### config.mk
export PLATFORM = sky130hd
export DESIGN_NAME = hazard_sequencer
export DESIGN_NICKNAME = d
export VERILOG_FILES = /design/src/rtl/hazard_pkg.sv /design/src/rtl/md_latency_counter.sv /design/src/rtl/hazard_sequencer.sv
export SDC_FILE = /design/constraint.sdc
export NUM_CORES = 1
export LEC_CHECK = 0
export CORE_ASPECT_RATIO = 1.75
export CORE_MARGIN = 2
export CORE_UTILIZATION = 34
export DETAILED_ROUTE_END_ITERATION = 7
export MAX_ROUTING_LAYER = met4
export PLACE_DENSITY = 0.86
export SETUP_SLACK_MARGIN = 0.3
export SYNTH_ARGS = -nofsm -noshare
export SYNTH_HDL_FRONTEND = slang
export SYNTH_SLANG_ARGS = --single-unit
### constraint.sdc
create_clock -name clk -period 3.3 [get_ports clk]
set_clock_uncertainty 0.2 [all_clocks]
set_input_delay 0.66 -clock clk [delete_from_list [all_inputs] [get_ports clk]]
set_output_delay 0.66 -clock clk [all_outputs]
set_load 0.02 [all_outputs]
### src/rtl/hazard_pkg.sv
// Shared definitions for the hazard sequencer: sequencer state encoding,
// default HI/LO unit latencies and the stall-priority enumeration.
package hazard_pkg;

    // Sequencer state encoding
    localparam logic ST_RUN      = 1'b0;
    localparam logic ST_MEM_HOLD = 1'b1;

    // Default HI/LO unit latencies and countdown width
    localparam int MUL_LAT_DEF = 4;
    localparam int DIV_LAT_DEF = 32;
    localparam int CNT_W_DEF   = 6;

    // Which stall source wins in a given cycle, highest priority first
    typedef enum logic [2:0] {
        PRIO_MEM   = 3'd0,
        PRIO_FLUSH = 3'd1,
        PRIO_MD    = 3'd2,
        PRIO_LU    = 3'd3,
        PRIO_NONE  = 3'd4
    } prio_e;

endpackage

### src/rtl/md_latency_counter.sv
// Busy tracker for the multi-cycle HI/LO (mul/div) unit. A start while idle
// loads the operation latency minus one; the count then runs down to zero
// regardless of pipeline stalls, because the unit runs independently.
module md_latency_counter
    import hazard_pkg::*;
#(
    parameter int MUL_LAT = MUL_LAT_DEF,
    parameter int DIV_LAT = DIV_LAT_DEF,
    parameter int CNT_W   = CNT_W_DEF
) (
    input  logic clk,
    input  logic rst_n,
    input  logic start,
    input  logic is_div,
    output logic busy
);

    localparam logic [CNT_W-1:0] MUL_LOAD = CNT_W'(MUL_LAT - 1);
    localparam logic [CNT_W-1:0] DIV_LOAD = CNT_W'(DIV_LAT - 1);

    logic [CNT_W-1:0] count;

    // Load on an accepted start, otherwise count down while nonzero
    always_ff @(posedge clk) begin
        if (!rst_n) begin
            count <= '0;
        end else if (start && (count == '0)) begin
            count <= is_div ? DIV_LOAD : MUL_LOAD;
        end else if (count != '0) begin
            count <= count - 1'b1;
        end
    end

    assign busy = (count != '0);

    // A second mul/div issued while the unit is busy is a protocol error
    assert property (@(posedge clk) disable iff (!rst_n) !(start && busy));

endmodule

### src/rtl/hazard_sequencer.sv
// Central stall/flush sequencer for the 5-stage pipeline. Prioritises memory
// wait, branch flush, mul/div wait and load-use in one place and drives the
// PC / IF-ID enables, the ID/EX bubble select, the IF/ID flush and the
// back-end hold. Outputs are combinational from registered state and the
// current inputs, so every stall takes effect in the cycle of its cause.
// Optional macro HAZARD_PERF_EN adds saturating stall/flush perf counters;
// without it both counter ports read 0.
module hazard_sequencer
    import hazard_pkg::*;
#(
    parameter int MUL_LAT = MUL_LAT_DEF,
    parameter int DIV_LAT = DIV_LAT_DEF,
    parameter int CNT_W   = CNT_W_DEF
) (
    input  logic        clk,
    input  logic        rst_n,
    input  logic        lu_hazard,
    input  logic        md_start,
    input  logic        md_is_div,
    input  logic        md_use,
    input  logic        dmem_req,
    input  logic        dmem_ready,
    input  logic        branch_taken,
    output logic        PCWrite,
    output logic        IF2IDWrite,
    output logic        con_mux,
    output logic        IF2IDFlush,
    output logic        pipe_hold,
    output logic        md_busy,
    output logic [31:0] stall_cycles,
    output logic [31:0] flush_count
);

    logic  state;
    logic  branchPend;
    logic  memWait;
    prio_e prioLvl;

    md_latency_counter #(
        .MUL_LAT (MUL_LAT),
        .DIV_LAT (DIV_LAT),
        .CNT_W   (CNT_W)
    ) mdCounter (
        .clk    (clk),
        .rst_n  (rst_n),
        .start  (md_start),
        .is_div (md_is_div),
        .busy   (md_busy)
    );

    // Pick the winning stall source for this cycle
    always_comb begin
        memWait = ((state == ST_MEM_HOLD) || (dmem_req && !dmem_ready)) && !dmem_ready;
        prioLvl = PRIO_NONE;
        if (memWait)                          prioLvl = PRIO_MEM;
        else if (branch_taken || branchPend)  prioLvl = PRIO_FLUSH;
        else if (md_use && md_busy)           prioLvl = PRIO_MD;
        else if (lu_hazard)                   prioLvl = PRIO_LU;
    end

    // Translate the winning source into pipeline enables
    always_comb begin
        PCWrite    = 1'b1;
        IF2IDWrite = 1'b1;
        con_mux    = 1'b1;
        IF2IDFlush = 1'b0;
        pipe_hold  = 1'b0;
        case (prioLvl)
            PRIO_MEM: begin
                // Freeze everything in place; no bubble is inserted
                PCWrite    = 1'b0;
                IF2IDWrite = 1'b0;
                pipe_hold  = 1'b1;
            end
            PRIO_FLUSH: begin
                IF2IDFlush = 1'b1;
            end
            PRIO_MD, PRIO_LU: begin
                PCWrite    = 1'b0;
                IF2IDWrite = 1'b0;
                con_mux    = 1'b0;
            end
            default: ;
        endcase
    end

    // Memory-wait FSM and the branch remembered across a freeze
    always_ff @(posedge clk) begin
        if (!rst_n) begin
            state      <= ST_RUN;
            branchPend <= 1'b0;
        end else begin
            case (state)
                ST_RUN:      if (dmem_req && !dmem_ready) state <= ST_MEM_HOLD;
                ST_MEM_HOLD: if (dmem_ready)              state <= ST_RUN;
                default:                                  state <= ST_RUN;
            endcase
            if (memWait) begin
                branchPend <= branchPend || branch_taken;
            end else if (prioLvl == PRIO_FLUSH) begin
                branchPend <= 1'b0;
            end
        end
    end

    // A flush and a back-end freeze can never be issued together
    assert property (@(posedge clk) disable iff (!rst_n) !(IF2IDFlush && pipe_hold));

`ifdef HAZARD_PERF_EN
    logic [31:0] stallCnt;
    logic [31:0] flushCnt;

    // Saturating counts of PC-stalled cycles and issued flushes
    always_ff @(posedge clk) begin
        if (!rst_n) begin
            stallCnt <= '0;
            flushCnt <= '0;
        end else begin
            if (!PCWrite && (stallCnt != 32'hFFFF_FFFF)) stallCnt <= stallCnt + 32'd1;
            if (IF2IDFlush && (flushCnt != 32'hFFFF_FFFF)) flushCnt <= flushCnt + 32'd1;
        end
    end

    assign stall_cycles = stallCnt;
    assign flush_count  = flushCnt;
`else
    assign stall_cycles = 32'd0;
    assign flush_count  = 32'd0;
`endif

endmodule

==> results_dict.tcl <==
set metrics [dict create \
    cts_sinks 8 \
    period_share 0.881 \
    grt-ovfl-total 0 \
    setup.worst_path.start "dmem_req" \
    synth-compound-area-share 0.0662 \
    avgSynthCellArea_um2 8.25 \
    crit_fanout 4 \
    synth_mux_area_frac 0.0110 \
    hold_buffers 0 \
    cts_tree "built" \
    finalSetupViolCount 0 \
    r2r-start "mdCounter.count[0]$_SDFFE_PN0P_" \
    numCtsBuffers 3 \
    port_buffers 14 \
    grtUsageTotal 0.0748 \
    grt_pass1_wl_um 1640 \
    final_layout_size_suffix_gt1_frac 0.0640 \
    first_global_vias 393 \
    maxCapViolations 0 \
    final_common_cell "conb_1" \
    ys_warn_count 0 \
    rows 24 \
    worstSkewPairLatency_ns 0.23 \
    dr.pass1.iters 2 \
    final_cell_mix "conb_1 (64), clkdlybuf4s50_1 (11), dfxtp_1 (8)" \
    vdd_drop_max_v 0.000291 \
    synth-simple-area-share 0.139 \
    min_path_cells 1 \
    ys_ff_latch 8 \
    routed_wl_um 1190 \
    start_kind "input pin" \
    swShare 0.435 \
    whs_endpoint "mdCounter.count[1]$_SDFFE_PN0P_" \
    detail-route-antenna-nets 0 \
    dr_total_vias 552 \
    pin_count 79 \
    clkTransAtPathRegs_ns 0.04 \
    power.density_nw_per_um2 688 \
    cts-root-buf "clkbuf_8" \
    antenna_found_initial 0 \
    start_util 0.360 \
    multi_input_area_um2 488 \
    grt_max_degree 11 \
    post_drt_wl_per_cell_um 7.89 \
    vias_per_cell 3.66 \
    yosysSeqAreaShare 0.177 \
    cp-end-kind "primary output" \
    r2r_end "mdCounter.count[0]$_SDFFE_PN0P_" \
    p_seq_frac 0.285 \
    ys_types 26 \
    syn-instance-count 110 \
    yosys-top-cells-area "buf_4 (54%), dfxtp_1 (18%), ha_1 (2.8%)" \
    h-tree-depth 1 \
    synth_top_family_by_area "buffers and inverters" \
    synthAdderAreaFrac 0.0276 \
    gp_routability_congestion 0.727 \
    p_clk_frac 0.194 \
    die_h_um 72.3 \
    syn2layout_area_growth_pct -4.55 \
    hp-class "flop to flop" \
    drt_iter0_drc 9 \
    regArea_um2 160 \
    outcome "finished clean" \
    tns_ns 0 \
    p_sw_uw 259 \
    fin_nets 138 \
    min_period_ns 2.91 \
    cts_setup_buffers 0 \
    hold_ws_ns 0.339 \
    r2r_cells 6 \
    synth_xor_area_frac 0.0290 \
    intPower_uw 337 \
    dieArea_um2 3110 \
    synthesis.area_um2 907 \
    antenna_cells 0 \
    required_ns 2.44 \
    hold_viol 0 \
    clock_path_buffers 2 \
    rsz0062_at_grt "false" \
    drc 0 \
    synth_top_area_frac 0.538 \
    rrSetupSlack_ns 1.64 \
    drv_slew 0 \
    core-area_um2 2520 \
    leakagePower_nw 0.462 \
    yosysTopAreaCell "buf_4" \
    crit_type "input pin to primary output" \
    ctsResizeCount 3 \
    die_x_um 43.0 \
    cp.arrival_ns 2.05 \
    comb_power_share 0.522 \
    worstHoldStart "mdCounter.count[1]$_SDFFE_PN0P_" \
    nFillCells 285 \
    clock.fmax_mhz 344 \
]
-- cell usage after synthesis --
cell type,count
or4_1,1
o311a_1,1
nand2_1,1
or3_4,1
a21oi_1,3
nor2b_2,1
o21ai_0,2
inv_1,2
and3_1,2
buf_4,65
or3_1,1
xnor2_1,1
mux2i_1,1
o32a_1,1
xor2_1,2
nor2_1,5
ha_1,2
nor2b_1,2
nor3_4,1
a21boi_0,1
and2_1,2
nand2_2,1
dfxtp_1,8
nor3_2,1
o21a_1,1
conb_1,1
-- how the worst max path moves through the flow --
stage	endpoint	slack (ns)
after floorplan	PCWrite	0.85
after global placement	con_mux	0.17
after detailed placement	con_mux	0.18
after CTS	con_mux	0.39
after global routing	con_mux	0.31
final	con_mux	0.39
-- worst max-delay path, cell delays in order --
cell and delay [ns]:
clkdlybuf4s50_1 0.40, nor2_1 0.13, nor2_1 0.08, or4_1 0.45, dlygate4sd2_1 0.33
-- state kept, by name, summed over array words and instances, names as in the netlist --
name,count
mdCounter.count,6
branchPend,1
state,1
-- power by group through the flow --
stage | clock network (mW) | logic [mW] | registers [mW]
6_report | 0.115 | 0.311 | 0.170
3_3_place_gp | 0 | 0.307 | 0.169
3_5_place_dp | 0 | 0.317 | 0.172
4_1_cts | 0.119 | 0.315 | 0.171
5_1_grt | 0.124 | 0.347 | 0.176
2_1_floorplan | 0 | 0.308 | 0.164
-- metrics by stage --
| step | total power [mW] | worst slack [ns] | cell area (um^2) | instances | util |
|---|---|---|---|---|---|
| floorplan | 0.472 | 0.853 | 1140 | 173 | - |
| detailed placement | 0.489 | 0.176 | 828 | 148 | 0.328 |
| global route | 0.647 | 0.312 | 866 | 151 | 0.343 |
| CTS | 0.605 | 0.391 | 866 | 151 | 0.343 |
| global placement | 0.476 | 0.171 | 828 | 148 | 0.328 |
| finish | 0.596 | 0.393 | 866 | 151 | 0.343 |
-- final cells by class --
type | count | share of cell area
flip-flops and latches | 8 | 0.185
well taps | 26 | 0.0376
clock buffers | 3 | 0.0477
repair buffers | 14 | 0.158
multi-input cells | 98 | 0.564
inverters | 2 | 0.00867
-- metal layers --
layer | part of all wire | track usage
met4 | 0.018 | 0.0505
met3 | 0.20 | 0.0274
met5 | 0 | -
met2 | 0.51 | 0.143
met1 | 0.27 | 0.0532
-- logic make-up (layout without fill, tap and decap cells) --
group                    count (synthesis)  count (layout)
flip-flops                               8               8
multiplexers                             1               1
other                                    1              64
adder cells (fa/ha/maj)                  2               2
buffers and inverters                   67              19
XOR/XNOR                                 3               3
AO/OA/AOI/OAI                            9               9
AND/OR/NAND/NOR                         19              19
Power figures use the tool's default switching activity.
